<file path="src/rtl/ping_pong_merge.sv">
// ping_pong_merge
//
// Recombines the two lane streams of a ping-pong splitter into one ordered
// stream. Words are taken strictly alternately: A0, B0, A1, B1, ...
// Each lane has its own FIFO, so the upstream lane processors may have
// unequal latency. The merged stream leaves through a registered
// valid/ready output stage.
//
// Optional feature: define PING_PONG_MERGE_TIMEOUT_EN to build a watchdog.
// The watchdog counts while the expected lane is empty and the other lane
// is full. When it reaches TIMEOUT it sets the sticky err flag and flips
// phase to the starved-but-full lane. Without the macro, err is tied low
// and the merge waits for the expected lane forever.
//
// Parameters
//   DATA_W   width of each data word
//   DEPTH    entries per lane FIFO (power of 2, >= 2)
//   TIMEOUT  watchdog limit in cycles (watchdog build only)
//
// Ports
//   clk                   system clock
//   reset                 asynchronous active-low reset
//   inA_valid/data/ready  lane A input handshake (ready = FIFO A not full)
//   inB_valid/data/ready  lane B input handshake (ready = FIFO B not full)
//   out_valid/data/ready  merged output handshake (registered)
//   phase                 lane expected next: 0 = A, 1 = B
//   merge_cnt             count of delivered words, wraps at 16 bits
//   err                   sticky watchdog error
module ping_pong_merge #(
   parameter int DATA_W  = 16,
   parameter int DEPTH   = 4,
   parameter int TIMEOUT = 255
) (
   input  logic              clk,
   input  logic              reset,
   input  logic              inA_valid,
   input  logic [DATA_W-1:0] inA_data,
   output logic              inA_ready,
   input  logic              inB_valid,
   input  logic [DATA_W-1:0] inB_data,
   output logic              inB_ready,
   output logic              out_valid,
   output logic [DATA_W-1:0] out_data,
   input  logic              out_ready,
   output logic              phase,
   output logic [15:0]       merge_cnt,
   output logic              err
);

   localparam int AW = $clog2(DEPTH);
   // One extra pointer bit separates "full" from "empty" when the
   // index bits match.
   localparam int PW = AW + 1;

   typedef enum logic {
      LANE_A = 1'b0,
      LANE_B = 1'b1
   } lane_e;

   // Lane index 0 = A, 1 = B.
   logic [1:0]        lane_valid;
   logic [1:0]        lane_full;
   logic [1:0]        lane_empty;
   logic [1:0]        lane_pop;
   logic [DATA_W-1:0] lane_data [2];
   logic [DATA_W-1:0] lane_head [2];

   assign lane_valid   = {inB_valid, inA_valid};
   assign lane_data[0] = inA_data;
   assign lane_data[1] = inB_data;

   // Output stage state.
   lane_e             phase_reg, phase_next;
   logic              out_valid_reg, out_valid_next;
   logic [DATA_W-1:0] out_data_reg, out_data_next;
   logic [15:0]       merge_cnt_reg, merge_cnt_next;

   logic              sel_idx;
   logic              sel_empty;
   logic              load;
   logic              pop;
   logic              wd_fire;

   // -------------------------------------------------------------------
   // Lane FIFOs
   // -------------------------------------------------------------------
   genvar gi;
   generate
      for (gi = 0; gi < 2; gi++) begin : g_lane
         logic [DATA_W-1:0] mem [DEPTH];
         logic [PW-1:0]     wr_ptr_reg;
         logic [PW-1:0]     rd_ptr_reg;
         logic              push;

         // Ready is !full, so a full FIFO never takes a write, even when
         // it is popped in the same cycle.
         assign push = lane_valid[gi] && !lane_full[gi];

         always_ff @(posedge clk or negedge reset) begin
            if (!reset) begin
               wr_ptr_reg <= '0;
               rd_ptr_reg <= '0;
            end else begin
               if (push) begin
                  wr_ptr_reg <= wr_ptr_reg + PW'(1);
               end
               if (lane_pop[gi]) begin
                  rd_ptr_reg <= rd_ptr_reg + PW'(1);
               end
            end
         end

         // Storage has no reset; the pointers alone define its contents.
         always_ff @(posedge clk) begin
            if (push) begin
               mem[wr_ptr_reg[AW-1:0]] <= lane_data[gi];
            end
         end

         assign lane_empty[gi] = (wr_ptr_reg == rd_ptr_reg);
         assign lane_full[gi]  = (wr_ptr_reg[AW] != rd_ptr_reg[AW]) &&
                                 (wr_ptr_reg[AW-1:0] == rd_ptr_reg[AW-1:0]);
         assign lane_head[gi]  = mem[rd_ptr_reg[AW-1:0]];
         // Only the lane that phase selects is ever popped. This keeps
         // the output in order.
         assign lane_pop[gi]   = pop && (sel_idx == 1'(gi));
      end
   endgenerate

   assign inA_ready = !lane_full[0];
   assign inB_ready = !lane_full[1];

   // -------------------------------------------------------------------
   // Output register / phase control
   // -------------------------------------------------------------------
   assign sel_idx   = (phase_reg == LANE_B);
   assign sel_empty = lane_empty[sel_idx];
   assign load      = !out_valid_reg || out_ready;
   assign pop       = load && !sel_empty;

   always_comb begin
      phase_next     = phase_reg;
      out_valid_next = out_valid_reg;
      out_data_next  = out_data_reg;
      merge_cnt_next = merge_cnt_reg;

      if (load) begin
         if (pop) begin
            out_valid_next = 1'b1;
            out_data_next  = lane_head[sel_idx];
            phase_next     = (phase_reg == LANE_A) ? LANE_B : LANE_A;
         end else begin
            // out_data keeps its last value.
            out_valid_next = 1'b0;
         end
      end

      // The watchdog only fires while the selected lane is empty.
      // Pop is therefore low, and the two phase updates never collide.
      if (wd_fire) begin
         phase_next = (phase_reg == LANE_A) ? LANE_B : LANE_A;
      end

      if (out_valid_reg && out_ready) begin
         merge_cnt_next = merge_cnt_reg + 16'd1;
      end
   end

   always_ff @(posedge clk or negedge reset) begin
      if (!reset) begin
         phase_reg     <= LANE_A;
         out_valid_reg <= 1'b0;
         out_data_reg  <= '0;
         merge_cnt_reg <= '0;
      end else begin
         phase_reg     <= phase_next;
         out_valid_reg <= out_valid_next;
         out_data_reg  <= out_data_next;
         merge_cnt_reg <= merge_cnt_next;
      end
   end

   assign out_valid = out_valid_reg;
   assign out_data  = out_data_reg;
   assign phase     = (phase_reg == LANE_B);
   assign merge_cnt = merge_cnt_reg;

   // -------------------------------------------------------------------
   // Optional watchdog
   // -------------------------------------------------------------------
`ifdef PING_PONG_MERGE_TIMEOUT_EN
   localparam int WD_W = $clog2(TIMEOUT + 1);

   logic [WD_W-1:0] wd_reg, wd_next;
   logic            err_reg, err_next;
   logic            wd_cond;

   // Deadlock signature: the expected lane is empty and the other lane
   // is full, so it cannot accept anything more.
   assign wd_cond = sel_empty && lane_full[!sel_idx];

   always_comb begin
      wd_next  = '0;
      wd_fire  = 1'b0;
      err_next = err_reg;
      if (wd_cond) begin
         // The count reaches TIMEOUT on this edge.
         if (wd_reg == WD_W'(TIMEOUT - 1)) begin
            wd_fire  = 1'b1;
            err_next = 1'b1;
         end else begin
            wd_next = wd_reg + WD_W'(1);
         end
      end
   end

   always_ff @(posedge clk or negedge reset) begin
      if (!reset) begin
         wd_reg  <= '0;
         err_reg <= 1'b0;
      end else begin
         wd_reg  <= wd_next;
         err_reg <= err_next;
      end
   end

   assign err = err_reg;
`else
   logic unused_timeout;

   assign unused_timeout = ^TIMEOUT;
   assign wd_fire        = 1'b0;
   assign err            = 1'b0;
`endif

endmodule

</file>
<file path="config.mk">
export PLATFORM = sky130hd
export DESIGN_NAME = ping_pong_merge
export DESIGN_NICKNAME = d
export VERILOG_FILES = /design/src/rtl/ping_pong_merge.sv
export SDC_FILE = /design/constraint.sdc
export NUM_CORES = 1
export LEC_CHECK = 0
export ABC_AREA = 1
export CAP_MARGIN = 20
export CORE_AREA = 4 4 127 178
export CTS_CLUSTER_DIAMETER = 100
export CTS_CLUSTER_SIZE = 8
export DETAILED_ROUTE_END_ITERATION = 8
export DIE_AREA = 0 0 131 182
export SYNTH_ARGS = -nofsm -noshare
export SYNTH_HDL_FRONTEND = slang
export SYNTH_SLANG_ARGS = --single-unit
</file>
<file path="constraint.sdc">
create_clock -name clk -period 3.12 [get_ports clk]
set_clock_uncertainty 0.1 [all_clocks]
set_input_delay 0.312 -clock clk [delete_from_list [all_inputs] [get_ports clk]]
set_output_delay 0.312 -clock clk [all_outputs]
set_load 0.05 [all_outputs]
</file>
==> After elaboration in Yosys (flattened, before gate mapping) <==
Memory sizes are Yosys's and may differ from the RTL's.
Index checks and enable logic that the tools add are counted.
{ "op_classes": {"n_reduce_logical": 14, "order_cmp": 2, "bitwise": 2, "n_addsub": 5, "muxes": 11, "n_eq_ne": 6} }
{ "ops": {"columns": ["cell", "n"], "rows": [
  ["16-bit 2-to-1 mux", 3],
  ["16-bit by 1-bit adder with 16-bit output, second input constant", 1],
  ["3-bit by 1-bit adder with 3-bit output, second input constant", 4],
  ["1-bit logical AND", 8],
  ["1-bit 2-to-1 mux", 8],
  ["3-bit == test", 2],
  ["2-bit == test", 2],
  ["1-bit logical NOT", 4],
  ["2-bit greater-or-equal comparator, second input constant", 1],
  ["1-bit by 2-bit < comparator with 1-bit output, second input constant", 1],
  ["1-bit inequality test", 2],
  ["1-bit inverter with 2-bit output", 1],
  ["2-bit AND reduction", 1],
  ["1-bit logical OR", 1],
  ["1-bit inverter", 1]
]} }
{ "totals": {"regBits": 46, "word_cells": 50, "mem_count": 2, "ramBits": 128} }
{ "memory_table": {"columns": ["name", "depth", "word_bits", "read_ports", "rd_clocked_by_memory_dff", "wr", "line", "rtl"], "rows": [
  ["g_lane[0].mem", 4, 16, 1, 0, 1, "90", "logic [DATA_W-1:0] mem [DEPTH];"],
  ["g_lane[1].mem", 4, 16, 1, 0, 1, "90", null]
]} }

==> Longest topological paths before layout <==
{ "logic_depth": {"ltp_word": 6, "ltp_mapped": 12} }

==> Worst setup path before layout <==
Ideal clock, no wire load.
{ "synth_path": {"path_kind": "register to register", "start": "register g_lane[0].rd_ptr_reg[1]", "end": "memory g_lane[0].mem[3][0] (enable)", "setup_time_ns": 0.390, "stages_incl_launch_ff": 9, "path_buffers": 1, "synth_period_minus_slack_ns": 2.672, "slack_ns": 0.448, "arrival_ns": 2.182, "path_cell_list": "dfrtp_1 buf_4 inv_2 nand2_1 nand2_1 nor2_2 nand2_1 nand2_1 nor2_1"} }
{ "synth_via": {"elab_chain_len": 6} }
{ "synth_lines": {"columns": ["element", "line", "rtl"], "rows": [
  ["start: declaration", "92", "logic [PW-1:0] rd_ptr_reg;"],
  ["start signal: assignment", "108", "rd_ptr_reg <= rd_ptr_reg + PW'(1);"],
  ["2-bit == test", "122", "(wr_ptr_reg[AW-1:0] == rd_ptr_reg[AW-1:0]);"],
  ["1-bit logical AND", "121", "assign lane_full[gi] = (wr_ptr_reg[AW] != rd_ptr_reg[AW]) &&"],
  ["1-bit logical NOT", null, null],
  ["net inA_ready", "38", "output logic inA_ready,"],
  ["1-bit logical AND", "97", "assign push = lane_valid[gi] && !lane_full[gi];"],
  ["1-bit 2-to-1 mux", "115", "if (push) begin"],
  ["1-bit 2-to-1 mux (implied by the code)", "116", "mem[wr_ptr_reg[AW-1:0]] <= lane_data[gi];"],
  ["end: declaration", "90", null]
]} }
The timed path passes the listed nets, and every way through them passes these cells.

==> Worst setup path after layout <==
{ "layout_path": {"start": "register phase_reg, in the netlist phase", "end": "output port phase"} }
{ "layout_rtl": {"columns": ["element", "line", "rtl"], "rows": [
  ["start: declaration", "73", "lane_e phase_reg, phase_next;"],
  ["start signal: assignment", "176", "phase_reg <= phase_next;"],
  ["end: declaration", "45", "output logic phase,"]
]} }
No word-level cell between the ends.

==> results.json <==
{
  "first_global_vias": 4770,
  "largest_register_ffs": 128,
  "final_max_slew_viol_count": 0,
  "synth_warnings": 0,
  "power_density_mw_per_mm2": 1010,
  "synth_area_leader_cell": "sky130_fd_sc_hd__edfxtp_1",
  "num_antenna_cells": 0,
  "critical_path_start_end_classification": "reg2out",
  "max_cap_violations": 0,
  "yosysMostFrequentCell": "sky130_fd_sc_hd__nand2_1",
  "num_rows": 63,
  "cts.root.buffer_cell": "sky130_fd_sc_hd__clkbuf_16",
  "critical_path.cell_chain": "clkdlybuf4s50_1",
  "ys_ff_latch": 174,
  "drcViolationCount": 0,
  "critical_path.n_buffers_inverters": 1,
  "num_io_pins": 74,
  "post-cts-setup-buffers": 0,
  "hold_viol_final": 0,
  "dr.first_iter.drc_count": 258,
  "ys_async_sr_fraction": 0.264,
  "slowest_delay_ps": 940,
  "syn-cell-area_mm2": 0.00726,
  "starting_density": 0.345,
  "crit_path_start_kind": "register",
  "unrepaired_setup_endpoints_after_global_routing": "no",
  "buffer_ports.inserted": 72,
  "drt-pass1-iter-count": 4,
  "post-dp-hpwl_mm": 10.7,
  "timing.fmax_mhz": 426,
  "mappedNetlistNets": 722,
  "synth_enable_flop_cells": 128,
  "crit_path_dat_ps": 1930,
  "part_of_the_yosys_area_used_for_sequential_elements": 0.688,
  "grt_antenna_before_repair": 0,
  "wl_mm": 15.8,
  "finish.net_count": 805,
  "die_area_mm2": 0.0238,
  "globalRoute.totalOverflow": 0,
  "synth_largest_type_area_fraction": 0.529,
  "holdCritPathClass": "in2async",
  "final.min_clock_period_ps": 2350,
  "area_delta_synth_final_pct": 22.5,
  "synth_cells": 674,
  "synthTopCellsByArea": "sky130_fd_sc_hd__edfxtp_1, sky130_fd_sc_hd__dfrtp_1, sky130_fd_sc_hd__nand2_1",
  "path_clk_slew_ps": 70,
  "floorplan.core_area_mm2": 0.0210,
  "end_kind": "primary output",
  "post_synth_most_frequent_cells": "sky130_fd_sc_hd__nand2_1, sky130_fd_sc_hd__edfxtp_1, sky130_fd_sc_hd__nand3_1, sky130_fd_sc_hd__nor2_1, sky130_fd_sc_hd__dfrtp_1",
  "timing.final.setup_violations": 0,
  "crit_path_max_fanout": 9,
  "run_status": "finished clean",
  "antenna_left": 0,
  "cp_data_required_time_ps": 2710,
  "die_h_um": 182,
  "post-layout-total-power_uw": 8980,
  "drt-wirelength-per-cell_um": 15.4,
  "timing.critical_path.slowest_stage_cell": "sky130_fd_sc_hd__clkdlybuf4s50_1",
  "ir_drop_mv": 0.390,
  "cp_top_family": "buffers and inverters",
  "synthDistinctLibCells": 27,
  "clkLatencyLatePin_ps": 430,
  "power_leakage_uw": 0.00371,
  "synth-main-ff-cell": "sky130_fd_sc_hd__edfxtp_1",
  "synthesis.area_per_instance_um2": 10.8,
  "vias_per_cell": 4.60,
  "routed-via-count": 4742,
  "headroom_to_the_max_slew_limit": 0.604,
  "tightest_slew_ps": 592,
  "final.period_utilization": 0.752,
  "global_route_wire_length_before_repair_mm": 25.5,
  "maximum_number_of_pins_on_one_net_before_global_route_repair": 50,
  "numClockSinks": 174,
  "cts.path.max_buffers": 2,
  "h-tree-depth": 4,
  "final.setup.tns_ps": 0,
  "cts_tree": "yes",
  "chipWidth_um": 131,
  "drive_above_1_share": 0.0831,
  "cts_made_buffers": 17,
  "place.gp.congestion": 0.753,
  "gr-usage-all-layers": 0.139
}
cells in the final DEF (no fill, tap or decap):
cell	n
sky130_fd_sc_hd__nand2_1	219
sky130_fd_sc_hd__edfxtp_1	128
sky130_fd_sc_hd__clkdlybuf4s50_1	69
sky130_fd_sc_hd__nand3_1	56
sky130_fd_sc_hd__nor2_1	55
sky130_fd_sc_hd__dfrtp_1	46
sky130_fd_sc_hd__inv_1	45
sky130_fd_sc_hd__o21ai_0	35
sky130_fd_sc_hd__a21oi_1	19
sky130_fd_sc_hd__buf_4	18
sky130_fd_sc_hd__clkbuf_16	17
sky130_fd_sc_hd__ha_1	11
sky130_fd_sc_hd__xor2_1	9
sky130_fd_sc_hd__xnor2_1	8
sky130_fd_sc_hd__inv_8	7
sky130_fd_sc_hd__inv_2	5
sky130_fd_sc_hd__nand2_2	3
sky130_fd_sc_hd__inv_6	3
sky130_fd_sc_hd__clkinv_8	2
sky130_fd_sc_hd__nor2_2	1
sky130_fd_sc_hd__inv_4	1
sky130_fd_sc_hd__nor3_2	1
sky130_fd_sc_hd__nor2_4	1
sky130_fd_sc_hd__nand4_1	1
sky130_fd_sc_hd__o21ai_1	1
sky130_fd_sc_hd__nor3_1	1
sky130_fd_sc_hd__nand3b_1	1
sky130_fd_sc_hd__conb_1	1
sky130_fd_sc_hd__clkinv_2	1
sky130_fd_sc_hd__clkinv_4	1
sky130_fd_sc_hd__clkinvlp_4	1
sky130_fd_sc_hd__dlygate4sd3_1	1
sky130_fd_sc_hd__buf_2	1
sky130_fd_sc_hd__buf_12	1
per-layer routing:
metal | track usage | vias to the layer above | routed length, um
li1 | - | 2379 | -
met1 | 0.171 | 2269 | 6510
met2 | 0.245 | 86 | 8720
met3 | 0.0221 | 8 | 439
met4 | 0.0424 | 0 | 165
met5 | 0 | - | 0
logic make-up (layout without fill, tap and decap cells):
family          count (synthesis)  count (layout)  synth area share
buf+inv                        77             173            0.0455
simple gates                  339             339             0.189
compound gates                 55              55            0.0379
flops                         174             174             0.688
fa+ha+maj                      11              11            0.0189
other cells                     1               1          0.000516
xor+xnor                       17              17            0.0205
what timing repair did:
| action | in CTS | in global routing |
|---|---|---|
| hold buffers | 0 | 1 |
| gates resized for setup | 0 | 0 |
| hold endpoints to repair | 0 | 46 |
per-stage QoR:
stage | utilization | setup slack (ps) | cell area (um^2) | hold slack [ps] | std cells
floorplan | - | 448 | 7260 | -83.6 | 674
global placement | 0.394 | 1130 | 8280 | 358 | 996
detailed placement | 0.394 | 1120 | 8280 | 364 | 996
CTS | 0.421 | 720 | 8870 | 8.89 | 1028
global route | 0.423 | 707 | 8900 | 189 | 1030
finish | 0.423 | 775 | 8900 | 165 | 1030
cell type report:
cell class	count	area, um^2
clock inverter	15	159
timing repair buffer	90	861
tap	260	325
sequential	174	4990
clock buffer	17	425
inverter	51	194
fill	1962	12100
multi-input combinational	423	1940
where the power goes:
group / leakage (uW) / switching, uW / internal (uW)
clock network: 0.000287 / 988 / 1080
logic: 0.00169 / 2430 / 1080
registers: 0.00173 / 296 / 3120
final timing paths:
kind	cells after the start	slack (ps)	from	to
max	1	770	phase	phase
min	2	170	reset	merge_cnt[12]
max reg2reg	8	1110	g_lane[0].rd_ptr_reg[0]	g_lane[0].mem[3][9]
min reg2reg	2	370	out_data[12]	out_data[12]
max in group asynchronous	3	2290	reset	out_data[5]
min in group clk	2	370	out_data[12]	out_data[12]
Power figures use the tool's default switching activity.
